`src/rtl/alu_seq_pkg.sv`:
```
//------------------------------------------------------------------------------
// alu_seq_pkg : opcode and FSM state encodings shared by the alu_seq files.
// Revision    : 1.0 - initial release
//------------------------------------------------------------------------------
`default_nettype none

package alu_seq_pkg;

  typedef enum logic [3:0] {
    OP_ADD  = 4'd0,
    OP_SUB  = 4'd1,
    OP_XOR  = 4'd2,
    OP_SLT  = 4'd3,
    OP_AND  = 4'd4,
    OP_NAND = 4'd5,
    OP_NOR  = 4'd6,
    OP_OR   = 4'd7,
    OP_SLL  = 4'd8,
    OP_SRL  = 4'd9,
    OP_SRA  = 4'd10,
    OP_MUL  = 4'd11
  } op_e;

  typedef enum logic [1:0] {
    S_IDLE = 2'd0,
    S_BUSY = 2'd1,
    S_DONE = 2'd2
  } state_e;

  function automatic logic is_shift(input logic [3:0] op);
    return (op == OP_SLL) || (op == OP_SRL) || (op == OP_SRA);
  endfunction

endpackage

`default_nettype wire

```
`src/rtl/alu_seq_comb.sv`:
```
//------------------------------------------------------------------------------
// alu_seq_comb : combinational ops 0-7 with ADD/SUB-only flags.
// Revision     : 1.0 - initial release
//------------------------------------------------------------------------------
`default_nettype none

module alu_seq_comb
  import alu_seq_pkg::*;
#(
  parameter int WIDTH = 32
) (
  input  logic [3:0]       i_op,
  input  logic [WIDTH-1:0] i_a,
  input  logic [WIDTH-1:0] i_b,
  output logic [WIDTH-1:0] o_result,
  output logic             o_carry,
  output logic             o_zero,
  output logic             o_overflow
);

  logic             w_sub;
  logic             w_arith;
  logic             w_cout;
  logic [WIDTH-1:0] w_bx;
  logic [WIDTH-1:0] w_sum;

  assign w_sub   = (i_op == OP_SUB);
  assign w_arith = (i_op == OP_ADD) || w_sub;
  assign w_bx    = w_sub ? ~i_b : i_b;
  assign {w_cout, w_sum} = {1'b0, i_a} + {1'b0, w_bx} + {{WIDTH{1'b0}}, w_sub};

  always_comb begin
    o_result = '0;
    case (i_op)
      OP_ADD, OP_SUB: o_result = w_sum;
      OP_XOR:         o_result = i_a ^ i_b;
      // Direct signed compare stays correct when A-B would overflow
      OP_SLT:         o_result = {{(WIDTH-1){1'b0}}, ($signed(i_a) < $signed(i_b))};
      OP_AND:         o_result = i_a & i_b;
      OP_NAND:        o_result = ~(i_a & i_b);
      OP_NOR:         o_result = ~(i_a | i_b);
      OP_OR:          o_result = i_a | i_b;
      default:        o_result = '0;
    endcase
  end

  assign o_carry    = w_arith & w_cout;
  assign o_zero     = w_arith & (w_sum == '0);
  assign o_overflow = w_arith & (i_a[WIDTH-1] == w_bx[WIDTH-1]) &
                      (w_sum[WIDTH-1] != i_a[WIDTH-1]);

endmodule

`default_nettype wire

```
`src/rtl/alu_seq.sv`:
```
//------------------------------------------------------------------------------
// alu_seq  : registered ALU with iterative shifts and optional shift-add MUL.
//            Define ALU_SEQ_MUL_EN to build command 11 as MUL (else illegal).
// Revision : 1.0 - initial release
//------------------------------------------------------------------------------
`default_nettype none

module alu_seq
  import alu_seq_pkg::*;
#(
  parameter int WIDTH = 32
) (
  input  logic             clk,
  input  logic             reset,
  input  logic             in_valid,
  output logic             in_ready,
  input  logic [3:0]       command,
  input  logic [WIDTH-1:0] operandA,
  input  logic [WIDTH-1:0] operandB,
  output logic             out_valid,
  input  logic             out_ready,
  output logic [WIDTH-1:0] result,
  output logic             carryout,
  output logic             zero,
  output logic             overflow,
  output logic             illegal
);

  localparam int SHAMT_W = $clog2(WIDTH);
  localparam int CNT_W   = SHAMT_W + 1;

  state_e           r_state;
  state_e           w_next;
  logic [3:0]       r_op;
  logic [WIDTH-1:0] r_a;
  logic [WIDTH-1:0] r_result;
  logic [CNT_W-1:0] r_cnt;
  logic             r_carry;
  logic             r_zero;
  logic             r_ovf;
  logic             r_illegal;

  logic             w_accept;
  logic             w_is_shift;
  logic             w_is_mul;
  logic             w_illegal;
  logic             w_shamt_zero;
  logic             w_last;
  logic [CNT_W-1:0] w_shamt;
  logic [WIDTH-1:0] w_comb_res;
  logic [WIDTH-1:0] w_shift_next;
  logic             w_c;
  logic             w_z;
  logic             w_o;

  assign w_accept     = in_valid && (r_state == S_IDLE);
  assign w_is_shift   = is_shift(command);
  assign w_shamt      = {1'b0, operandB[SHAMT_W-1:0]};
  assign w_shamt_zero = (operandB[SHAMT_W-1:0] == '0);
  assign w_last       = (r_cnt == CNT_W'(1));

`ifdef ALU_SEQ_MUL_EN
  logic [WIDTH-1:0] r_b;
  assign w_is_mul = (command == OP_MUL);
`else
  assign w_is_mul = 1'b0;
`endif

  assign w_illegal = (command > OP_MUL) || ((command == OP_MUL) && !w_is_mul);

  alu_seq_comb #(
    .WIDTH      (WIDTH)
  ) u_comb (
    .i_op       (command),
    .i_a        (operandA),
    .i_b        (operandB),
    .o_result   (w_comb_res),
    .o_carry    (w_c),
    .o_zero     (w_z),
    .o_overflow (w_o)
  );

  always_comb begin
    w_shift_next = r_a >> 1;
    case (r_op)
      OP_SLL:  w_shift_next = r_a << 1;
      OP_SRA:  w_shift_next = {r_a[WIDTH-1], r_a[WIDTH-1:1]};
      default: w_shift_next = r_a >> 1;
    endcase
  end

  always_ff @(posedge clk or posedge reset) begin
    if (reset) r_state <= S_IDLE;
    else       r_state <= w_next;
  end

  always_comb begin
    w_next = r_state;
    case (r_state)
      S_IDLE: begin
        if (in_valid) begin
          if ((w_is_shift && !w_shamt_zero) || w_is_mul) w_next = S_BUSY;
          else                                            w_next = S_DONE;
        end
      end
      S_BUSY:  if (w_last)    w_next = S_DONE;
      S_DONE:  if (out_ready) w_next = S_IDLE;
      default: w_next = S_IDLE;
    endcase
  end

  always_ff @(posedge clk or posedge reset) begin
    if (reset) begin
      r_op      <= '0;
      r_a       <= '0;
      r_result  <= '0;
      r_cnt     <= '0;
      r_carry   <= 1'b0;
      r_zero    <= 1'b0;
      r_ovf     <= 1'b0;
      r_illegal <= 1'b0;
`ifdef ALU_SEQ_MUL_EN
      r_b       <= '0;
`endif
    end else if (w_accept) begin
      r_op      <= command;
      r_carry   <= 1'b0;
      r_zero    <= 1'b0;
      r_ovf     <= 1'b0;
      r_illegal <= 1'b0;
      if (w_illegal) begin
        r_result  <= '0;
        r_illegal <= 1'b1;
      end else if (w_is_shift) begin
        // Preloading the result covers the shamt==0 bypass to DONE
        r_a      <= operandA;
        r_result <= operandA;
        r_cnt    <= w_shamt;
`ifdef ALU_SEQ_MUL_EN
      end else if (w_is_mul) begin
        r_a      <= operandA;
        r_b      <= operandB;
        r_result <= '0;
        r_cnt    <= CNT_W'(WIDTH);
`endif
      end else begin
        r_result <= w_comb_res;
        r_carry  <= w_c;
        r_zero   <= w_z;
        r_ovf    <= w_o;
      end
    end else if (r_state == S_BUSY) begin
      r_cnt <= r_cnt - CNT_W'(1);
`ifdef ALU_SEQ_MUL_EN
      if (r_op == OP_MUL) begin
        if (r_b[0]) r_result <= r_result + r_a;
        r_a <= r_a << 1;
        r_b <= r_b >> 1;
      end else
`endif
      begin
        r_a      <= w_shift_next;
        r_result <= w_shift_next;
      end
    end
  end

  assign in_ready  = (r_state == S_IDLE);
  assign out_valid = (r_state == S_DONE);
  assign result    = r_result;
  assign carryout  = r_carry;
  assign zero      = r_zero;
  assign overflow  = r_ovf;
  assign illegal   = r_illegal;

endmodule

`default_nettype wire

```
`config.mk`:
```
export PLATFORM = sky130hd
export DESIGN_NAME = alu_seq
export DESIGN_NICKNAME = d
export VERILOG_FILES = /design/src/rtl/alu_seq_pkg.sv /design/src/rtl/alu_seq_comb.sv /design/src/rtl/alu_seq.sv
export SDC_FILE = /design/constraint.sdc
export NUM_CORES = 1
export LEC_CHECK = 0
export CAP_MARGIN = 10
export CORE_UTILIZATION = 40
export CTS_CLUSTER_DIAMETER = 200
export DETAILED_ROUTE_END_ITERATION = 6
export PLACE_DENSITY_LB_ADDON = 0.15
export SLEW_MARGIN = 20
export SYNTH_ARGS = -nofsm -noshare
export SYNTH_HDL_FRONTEND = slang
export SYNTH_HIERARCHICAL = 1
export SYNTH_SLANG_ARGS = --single-unit
```
`constraint.sdc`:
```
create_clock -name clk -period 3.5 [get_ports clk]
set_input_delay 0.7 -clock clk [delete_from_list [all_inputs] [get_ports clk]]
set_output_delay 0.7 -clock clk [all_outputs]
set_load 0.005 [all_outputs]
```
==> metrics, run 1 <==
switching part of the total power=0.372; antenna cells=0; synthesized area=0.00921 mm^2; Tot Pwr=0.00480 W; pre-CTS setup slack=-1.41 ns; RSZ-0062 raised after global routing=yes; Synth cell types=76; CTS clk-pin slew, worst paths=0.06 ns; Post-synth EDFFs=0; CP Class=input pin to flip-flop; count of final setup violators=30; Least-Margin Pin Slew=0.899 ns; IO Count=110; met1 Use GR=0.408; slowest CP cell=or4b_4; Synth Warn #=6; register area share after synthesis=0.217; final instance area=0.0143 mm^2; Final Hold Viols=0; DP HPWL=25.3 mm; HP Class=flip-flop to flip-flop; PwrDens=336 mW/mm^2; number of port buffers=109; CP Capture Type=flip-flop; final-report max-slew violation count=0; Core ar.=0.0226 mm^2; CTS tree=built; routed via count=9815; worst skew pair latency=0.34 ns; vias per cell=5.66; failing checks=negative setup slack; die area=0.0236 mm^2; drt pass-1 iters=5; Pleak=7.14 nW; async set or reset register ratio after synthesis=1.00; final core utilization=0.631; Die W=154 um; status=finished, violations left; Hold WS=0.474 ns; Nets=1649; CP max stage delay=0.61 ns; Worst Setup Start Kind=input pin; placement row count=55; most frequent CP cell=a21oi_1; Starting Density=0.407; Gate power share=0.534; vias in the first global route=9577; grt total ovfl=0; CTS Buf Count=9; Setup Skew=0.00763 ns; CTS H-tree depth=3; Post-synth top flop=dfrtp_1; CP Max Fanout=6; die height=154 um; #FFs+latches synth=80; Tmin final=4.17 ns; gr busiest metal=met2; Avg Inst Size Synth=8.48 um^2; hold path depth=2; register share of total power=0.262; Root Driver=clkbuf_16; Total GRT Usage=0.289; max capacitance violation total=0; 1st-iter DRT viols=596; total wire length=34.5 mm; Fmax=0.240 GHz; Area Growth Syn to Fin=55.0%; M2 GR Usage=0.456; area of placed instances=0.0124 mm^2; antenna-violating nets left=0; WL/cell=19.9 um; Mapped Nets=1290; Num Clock Sinks=80; initial antenna violation count=0; Final period util=1.19; GP Congestion=0.927; M3 GR Usage=0.0358; VDD IR max=0.276 mV; internal power=0.00302 W; critical path arrival=4.45 ns; global-route wire length before repair=53.0 mm; share of layout cells above drive strength 1=0.332; fin worst setup slack=-0.666 ns; reg2reg path depth=4; CTS max path bufs=2; CP cell instances=buf_6, or4b_4, buf_12, buf_4, xnor2_1, ha_1, a21oi_1, a21oi_1, o21ai_1, and2_1, a21oi_2, or3_4, a2111oi_2, nand4_1, and4b_1, nand3_1, nand2_1; DRC violations left=0; Net Sw Power=0.00179 W; slew margin rel.=0.400; Syn Inst Count=1086; largest net degree at the start of global routing=81; clock power share=0.203; WP data required=3.78 ns
## cell usage after synthesis (all sizes together) (3+ instances only)
cell type    n  area share
a2111oi      4      0.0038
a211o       33       0.031
a211oi       4      0.0033
a21o        21       0.017
a21oi       39       0.021
a221o        5      0.0054
a221oi      23       0.023
a22o        31       0.029
a22oi       10      0.0082
a31oi        8      0.0071
and2         4      0.0027
and3        37       0.025
and4         3      0.0029
buf         28       0.019
clkbuf      25       0.010
dfrtp       80        0.22
ha         131        0.18
inv         85       0.035
mux2i       35       0.038
nand2       87       0.035
nand2b       8      0.0054
nand3       13      0.0071
nand3b       3      0.0024
nand4        7      0.0048
nor2        63       0.026
nor2b        7      0.0048
nor3        13      0.0088
nor4         3      0.0020
nor4b        3      0.0035
o2111ai      9      0.0086
o211ai       3      0.0030
o21a         5      0.0041
o21ai       68       0.038
o21bai       9      0.0073
o221ai       5      0.0048
o31ai        9      0.0079
or2          4      0.0027
or3         36       0.024
xnor2       50       0.048
xor2        42       0.040
## worst paths after layout
kind	start	to	slack (ns)
hold reg to reg	overflow	overflow	0.47
min in group asynchronous	reset	r_a[27]	0.74
setup reg to reg	r_state[0]	result[1]	1.37
setup / recovery	command[1]	zero	-0.67
hold / removal	overflow	overflow	0.47
max in group asynchronous	reset	result[5]	2.37
## repair_timing
| item | in CTS | in global routing |
|---|---|---|
| pin swaps | 104 | 70 |
| hold buffers | 0 | 0 |
| resized for setup | 160 | 92 |
| cloned | 0 | 0 |
| setup endpoints to repair | 33 | 32 |
| buffers inserted | 40 | 16 |
## power by group through the flow
stage / Sequential (W) / Combinational, W / Clock [W]
2_1_floorplan: 0.00121 / 0.00114 / 0
3_3_place_gp: 0.00127 / 0.00208 / 0
3_5_place_dp: 0.00127 / 0.00211 / 0
4_1_cts: 0.00126 / 0.00238 / 0.000980
5_1_grt: 0.00128 / 0.00274 / 0.00102
6_report: 0.00126 / 0.00257 / 0.000975
## layout make-up
class,instances,area (um^2)
sequential,80,2000
fill,1912,8360
clock buffer,11,253
inverter,85,320
clock inverter,5,55.1
multi-input combinational,868,7840
timing repair buffer,401,3450
tap,285,357
## placed cells by master, fill, tap and decap left out, drive strengths merged, types with 10 or more instances in the layout
cell type / Yosys / routed
inv: 85 / 84
a211o: 33 / 33
dfrtp: 80 / 80
ha: 131 / 131
a22oi: 10 / 10
buf: 28 / 296
nand2: 87 / 87
xor2: 42 / 42
xnor2: 50 / 50
o21ai: 68 / 68
nor2: 63 / 63
mux2i: 35 / 35
or3: 36 / 36
a221oi: 23 / 23
nand3: 13 / 13
a22o: 31 / 31
a21oi: 39 / 39
clkdlybuf4s50: 0 / 96
a21o: 21 / 21
clkbuf: 25 / 12
and3: 37 / 37
nor3: 13 / 13
## routing by layer
metal  vias to the layer above  wire length (um)
met3                        58              2030
met1                      4762             16000
li1                       4668                 -
met4                         0               859
met5                         -                 0
met2                       327             15600
## critical path: cells and delay by family
family	cells	cell delay [ns]
compound gates	5	1.08
xor+xnor	1	0.12
fa+ha+maj	1	0.36
buf+inv	3	0.44
simple gates	7	1.73
## stage by stage
stage,std cells,setup TNS (ns)
floorplan,1086,-12.50
global placement,1678,-33.44
detailed placement,1678,-34.57
CTS,1726,-11.04
global route,1735,-15.34
finish,1735,-12.53
## sequential cells by signal, summed over array words and instances (netlist names)
signal / cells
carryout: 1
illegal: 1
overflow: 1
r_a: 32
r_cnt: 6
r_op: 4
r_state: 2
result: 32
zero: 1
## kinds of logic after synthesis
family | after synthesis | share of synthesized area
buffers and inverters | 138 | 0.0636
muxes | 36 | 0.0393
AOI/OAI and AO/OA | 308 | 0.245
and+or+nand+nor | 300 | 0.167
xor gates and xnor gates | 92 | 0.0875
adders and majority gates | 132 | 0.180
DFF | 80 | 0.217
No activity file was read; power rests on OpenSTA's default activity.
==> inputs of run 2 (changes only) <==
SLEW_MARGIN = not set   (was 20)
clock period = 3.9 ns   (was 3.5 ns; I/O delays follow)
==> run 2 against run 1 <==
Net effect:
- first-iteration DRC count increased by 18%
- final cell count shrank 2.0%
- die area is the same
- largest power group unchanged
- critical path depth did not move
- core utilization is 2.8 points lower
- via count decreased by 1.5%
- sequential power fell by 10%
- clock power decreased by 10%
- the run still ends with negative setup slack left
- design area is 4.4% lower
- routed wire length fell by 1.9%
- critical path type unchanged
- critical endpoint is now result[29]
==> metrics, run 2 (same netlist as run 1, synthesis figures left out) <==
status=finished, violations left; failing checks=negative setup slack; Final Hold Viols=0; slew margin rel.=0.353; CP Class=input pin to flip-flop; PwrDens=306 mW/mm^2; antenna-violating nets left=0; worst r2r src=r_state[0]; Core ar.=0.0226 mm^2; global-route wire length before repair=51.7 mm; critical path arrival=4.47 ns; count of final setup violators=22; final-report max-slew violation count=0; total wire length=33.9 mm; Setup crit start=command[1]; Final period util=1.09; max capacitance violation total=0; GP Congestion=0.912; Num Clock Sinks=80; CTS Buf Count=9; Root Driver=clkbuf_16; 1st-iter DRT viols=701; vias per cell=5.68; dpl cells=1661; CP Max Fanout=7; initial antenna violation count=0; HP Class=flip-flop to flip-flop; Area Growth Syn to Fin=48.2%; WP data required=4.12 ns; area of placed instances=0.0123 mm^2; hold buffers post-CTS=0; Tmin final=4.25 ns; Fmax=0.235 GHz; CP bufs+invs=3; RSZ-0062 raised after global routing=yes; largest net degree at the start of global routing=39; number of port buffers=109; placement row count=55; die area=0.0236 mm^2; Least-Margin Pin Slew=0.971 ns; Pleak=6.84 nW; final core utilization=0.603; CTS H-tree depth=3; Die W=154 um; Starting Density=0.407; antenna cells=0; R2R Setup Slk=1.67 ns; die height=154 um; CP delay by family, top=compound AO/OA/AOI/OAI gates; DRC violations left=0; fin worst setup slack=-0.351 ns; worst skew pair latency=0.34 ns; routed via count=9670; CP Capture Type=flip-flop; Nets=1615; slowest CP cell=or4b_4; commonest non-fill, non-tap cell in the layout=buf_4; CTS tree=built; Total GRT Usage=0.280; share of layout cells above drive strength 1=0.287; CTS clk-pin slew, worst paths=0.07 ns; CTS max path bufs=2; drt pass-1 iters=6; CP max stage delay=0.65 ns; Hold Crit Start=carryout; commonest cells after routing, fill and taps aside=buf_4, ha_1, clkdlybuf4s50_1; final instance area=0.0136 mm^2; WL/cell=19.9 um; Worst Setup Start Kind=input pin; DP HPWL=25.5 mm; CP cell instances=buf_6, or4b_4, buf_12, xnor2_1, ha_1, buf_4, nand4_1, o221a_4, o221a_4, o31a_1, o21ai_2, nand2_2, a21oi_2, xnor2_1, o21ai_1, a22o_1, or3_1; IO Count=110; Post-Layout Cell Count=1701; Setup Skew=0.0101 ns; VDD IR max=0.200 mV; Tot Pwr=0.00417 W; grt total ovfl=0; vias in the first global route=9226
==> run 2: power breakdown <==
part           leakage [nW]  internal (W)  switching, W
Clock                 0.145      0.000516      0.000359
Combinational          5.62       0.00112       0.00105
Sequential             1.08      0.000982      0.000153
Total                  6.84       0.00261       0.00156
==> run 2: routing by layer <==
layer	vias up	routed length, um	global-route usage
met1	4671	16000	0.400
met2	339	15200	0.442
met5	-	0	0
met3	58	1900	0.0341
li1	4602	-	-
met4	0	766	0.0781
==> run 2: final timing paths <==
path                              end  depth (start not counted)
max                        result[29]                         17
min                          carryout                          2
max reg2reg                   r_a[11]                          6
min reg2reg                  carryout                          2
max in group asynchronous     r_a[11]                          3
min in group asynchronous    overflow                          2
==> run 2: layout make-up <==
cell class              instances  area, um^2
fillers                      1946        8990
multi-input cells             868        7470
repair buffers                367        3190
flip-flops and latches         80        2000
well taps                     285         357
inverters                      85         320
clock buffers                  10         239
clock inverters                 6        67.6
==> run 2: through the flow <==
step / worst slack (ns) / setup TNS (ns) / hold slack [ns]
2_1_floorplan: -0.512 / -4.62 / 0.449
3_3_place_gp: -1.04 / -23.07 / 0.451
3_5_place_dp: -1.12 / -24.40 / 0.469
4_1_cts: -0.295 / -3.30 / 0.483
5_1_grt: -0.501 / -6.63 / 0.497
6_report: -0.351 / -4.70 / 0.473
==> run 2: repair_timing <==
action                                  in CTS  in global routing
pin swaps                                   69                 55
gates cloned                                 3                  0
endpoints found under the setup margin      28                 24
setup buffers                               12                  9
gates resized for setup                     98                 73
==> run 2: tightest hold or removal path: cells and delay by family, from the launching register on <==
family	cells	cell delay, ns
and+or+nand+nor	2	0.10
DFF	1	0.34
==> inputs of run 3 (changes only) <==
REMOVE_ABC_BUFFERS = 1   (was not set)
SKIP_LAST_GASP = 1   (was not set)
==> run 3 against run 2 <==
Net effect:
- the run still ends with negative setup slack left
- register-to-register slack about the same
- via count is 3.2% lower
- maximum frequency barely moved
- sequential share of layout area rose by 0.34 points
- routed wire length fell by 8.1%
- design area shrank 2.3%
- critical path depth is the same
- power is 0.70% higher
- count of clock-buffer cells in the layout stayed put
- non-clock buffer count is 45 lower
- largest power group unchanged
- combinational power about the same
- first-iteration DRC count shrank 13%
==> metrics, run 3 (same netlist as run 1, synthesis figures left out) <==
CP Capture Type=flip-flop; final core utilization=0.589; final instance area=0.0133 mm^2; CP cell instances=buf_6, or4b_4, buf_12, xnor2_4, ha_4, buf_4, nor2_2, o31ai_4, o211ai_1, o21ai_1, a311o_1, a211o_1, xnor2_2, buf_4, o21ai_1, a22o_1, or3_1; Tmin final=4.25 ns; hold buffers post-CTS=0; Post-Layout Cell Count=1656; Core ar.=0.0226 mm^2; DP HPWL=22.5 mm; max capacitance violation total=0; Final Hold Viols=0; Setup Skew=0.0109 ns; Gate power share=0.508; CP bufs+invs=4; Area Growth Syn to Fin=44.8%; slowest CP cell=or4b_4; Hold WS=0.479 ns; Net Sw Power=0.00156 W; global-route wire length before repair=48.7 mm; die area=0.0236 mm^2; commonest cells after routing, fill and taps aside=buf_4, ha_1, clkdlybuf4s50_1; fill count=1988; worst skew pair latency=0.35 ns; fin worst setup slack=-0.355 ns; CP delay by family, top=compound AO/OA/AOI/OAI gates; 1st-iter DRT viols=609; failing checks=negative setup slack; Starting Density=0.407; GP Congestion=0.920; commonest non-fill, non-tap cell in the layout=buf_4; CTS H-tree depth=3; total wire length=31.1 mm; critical path arrival=4.48 ns; internal power=0.00265 W; Fmax=0.235 GHz; initial antenna violation count=0; Worst Setup Start Kind=input pin; CTS Buf Count=9; die height=154 um; placement row count=55; Final period util=1.09; RSZ-0062 raised after global routing=yes; vias in the first global route=9271; VDD IR max=0.215 mV; CTS tree=built; dpl cells=1611; Tot Pwr=0.00420 W; CTS clk-pin slew, worst paths=0.07 ns; Die W=154 um; CP Class=input pin to flip-flop; Root Driver=clkbuf_16; DRC violations left=0; Pleak=6.63 nW; count of final setup violators=21; area of placed instances=0.0118 mm^2; clock power share=0.226; HP Class=flip-flop to flip-flop; PwrDens=315 mW/mm^2; Nets=1570; Num Clock Sinks=80; R2R Setup Slk=1.68 ns; WP data required=4.13 ns; routed via count=9356; WL/cell=18.8 um; Sequential Area=0.00200 mm^2; switching part of the total power=0.370; antenna-violating nets left=0; slew margin rel.=0.408; share of layout cells above drive strength 1=0.265; grt total ovfl=0; Least-Margin Pin Slew=0.888 ns; number of port buffers=109; multi-input logic area=0.00754 mm^2; vias per cell=5.65; CTS max path bufs=2; register share of total power=0.265; CP Max Fanout=8; CP max stage delay=0.67 ns; antenna cells=0; Total GRT Usage=0.259; largest net degree at the start of global routing=46; drt pass-1 iters=5; final-report max-slew violation count=0; IO Count=110; status=finished, violations left
-- run 3: cell types whose count changed in the layout (fill, tap and decap cells not counted), sizes merged --
cell,previous run,this run
bufinv,1,2
dlygate4sd2,1,0
clkdlybuf4s50,104,105
buf,262,217
clkinv,3,2
-- run 3: repair_timing --
item,in CTS,in global routing
gates cloned,1,0
buffers inserted,15,23
pin swaps,61,89
resized for setup,92,102
endpoints found under the setup margin,31,27
-- run 3: cell type report --
cell class	count	area share
Clock buffer	10	0.0172
Inverter	85	0.0240
Tap cell	285	0.0267
Multi-Input combinational cell	868	0.566
Clock inverter	6	0.00694
Timing Repair Buffer	322	0.209
Sequential cell	80	0.150
-- run 3: worst paths after layout --
kind | from | endpoint | cells after the start
worst min-delay path | illegal | illegal | 2
worst min register to register | illegal | illegal | 2
worst max-delay path | command[1] | result[26] | 17
max in group asynchronous | reset | result[18] | 3
min in group asynchronous | reset | illegal | 2
worst max register to register | r_state[0] | result[13] | 5
-- run 3: power groups by stage --
stage                     Combinational [W]  Sequential (W)  Clock, W
after floorplan                    0.000957         0.00109         0
after global placement              0.00181         0.00113         0
after detailed placement            0.00182         0.00113         0
after CTS                           0.00193         0.00111  0.000984
after global routing                0.00230         0.00114   0.00101
final                               0.00214         0.00112  0.000952
-- run 3: tightest hold or removal path, stage by stage, from the launching register on --
cell     delay, ns
dfrtp_1       0.34
nand2_1       0.05
o31ai_1       0.06
-- run 3: stage by stage --
step | setup WS, ns | TNS [ns]
after floorplan | -1.21 | -21.24
after global placement | -1.33 | -31.44
after detailed placement | -1.43 | -32.26
after CTS | -0.317 | -3.70
after global routing | -0.527 | -6.78
final | -0.355 | -4.23
-- run 3: routing by layer --
metal	part of all wire	GRT usage	up-vias	wire [um]
li1	-	-	4512	-
met1	0.47	0.353	4577	14500
met2	0.48	0.437	235	15000
met3	0.041	0.0285	32	1270
met4	0.012	0.0629	0	361
met5	0	0	-	0
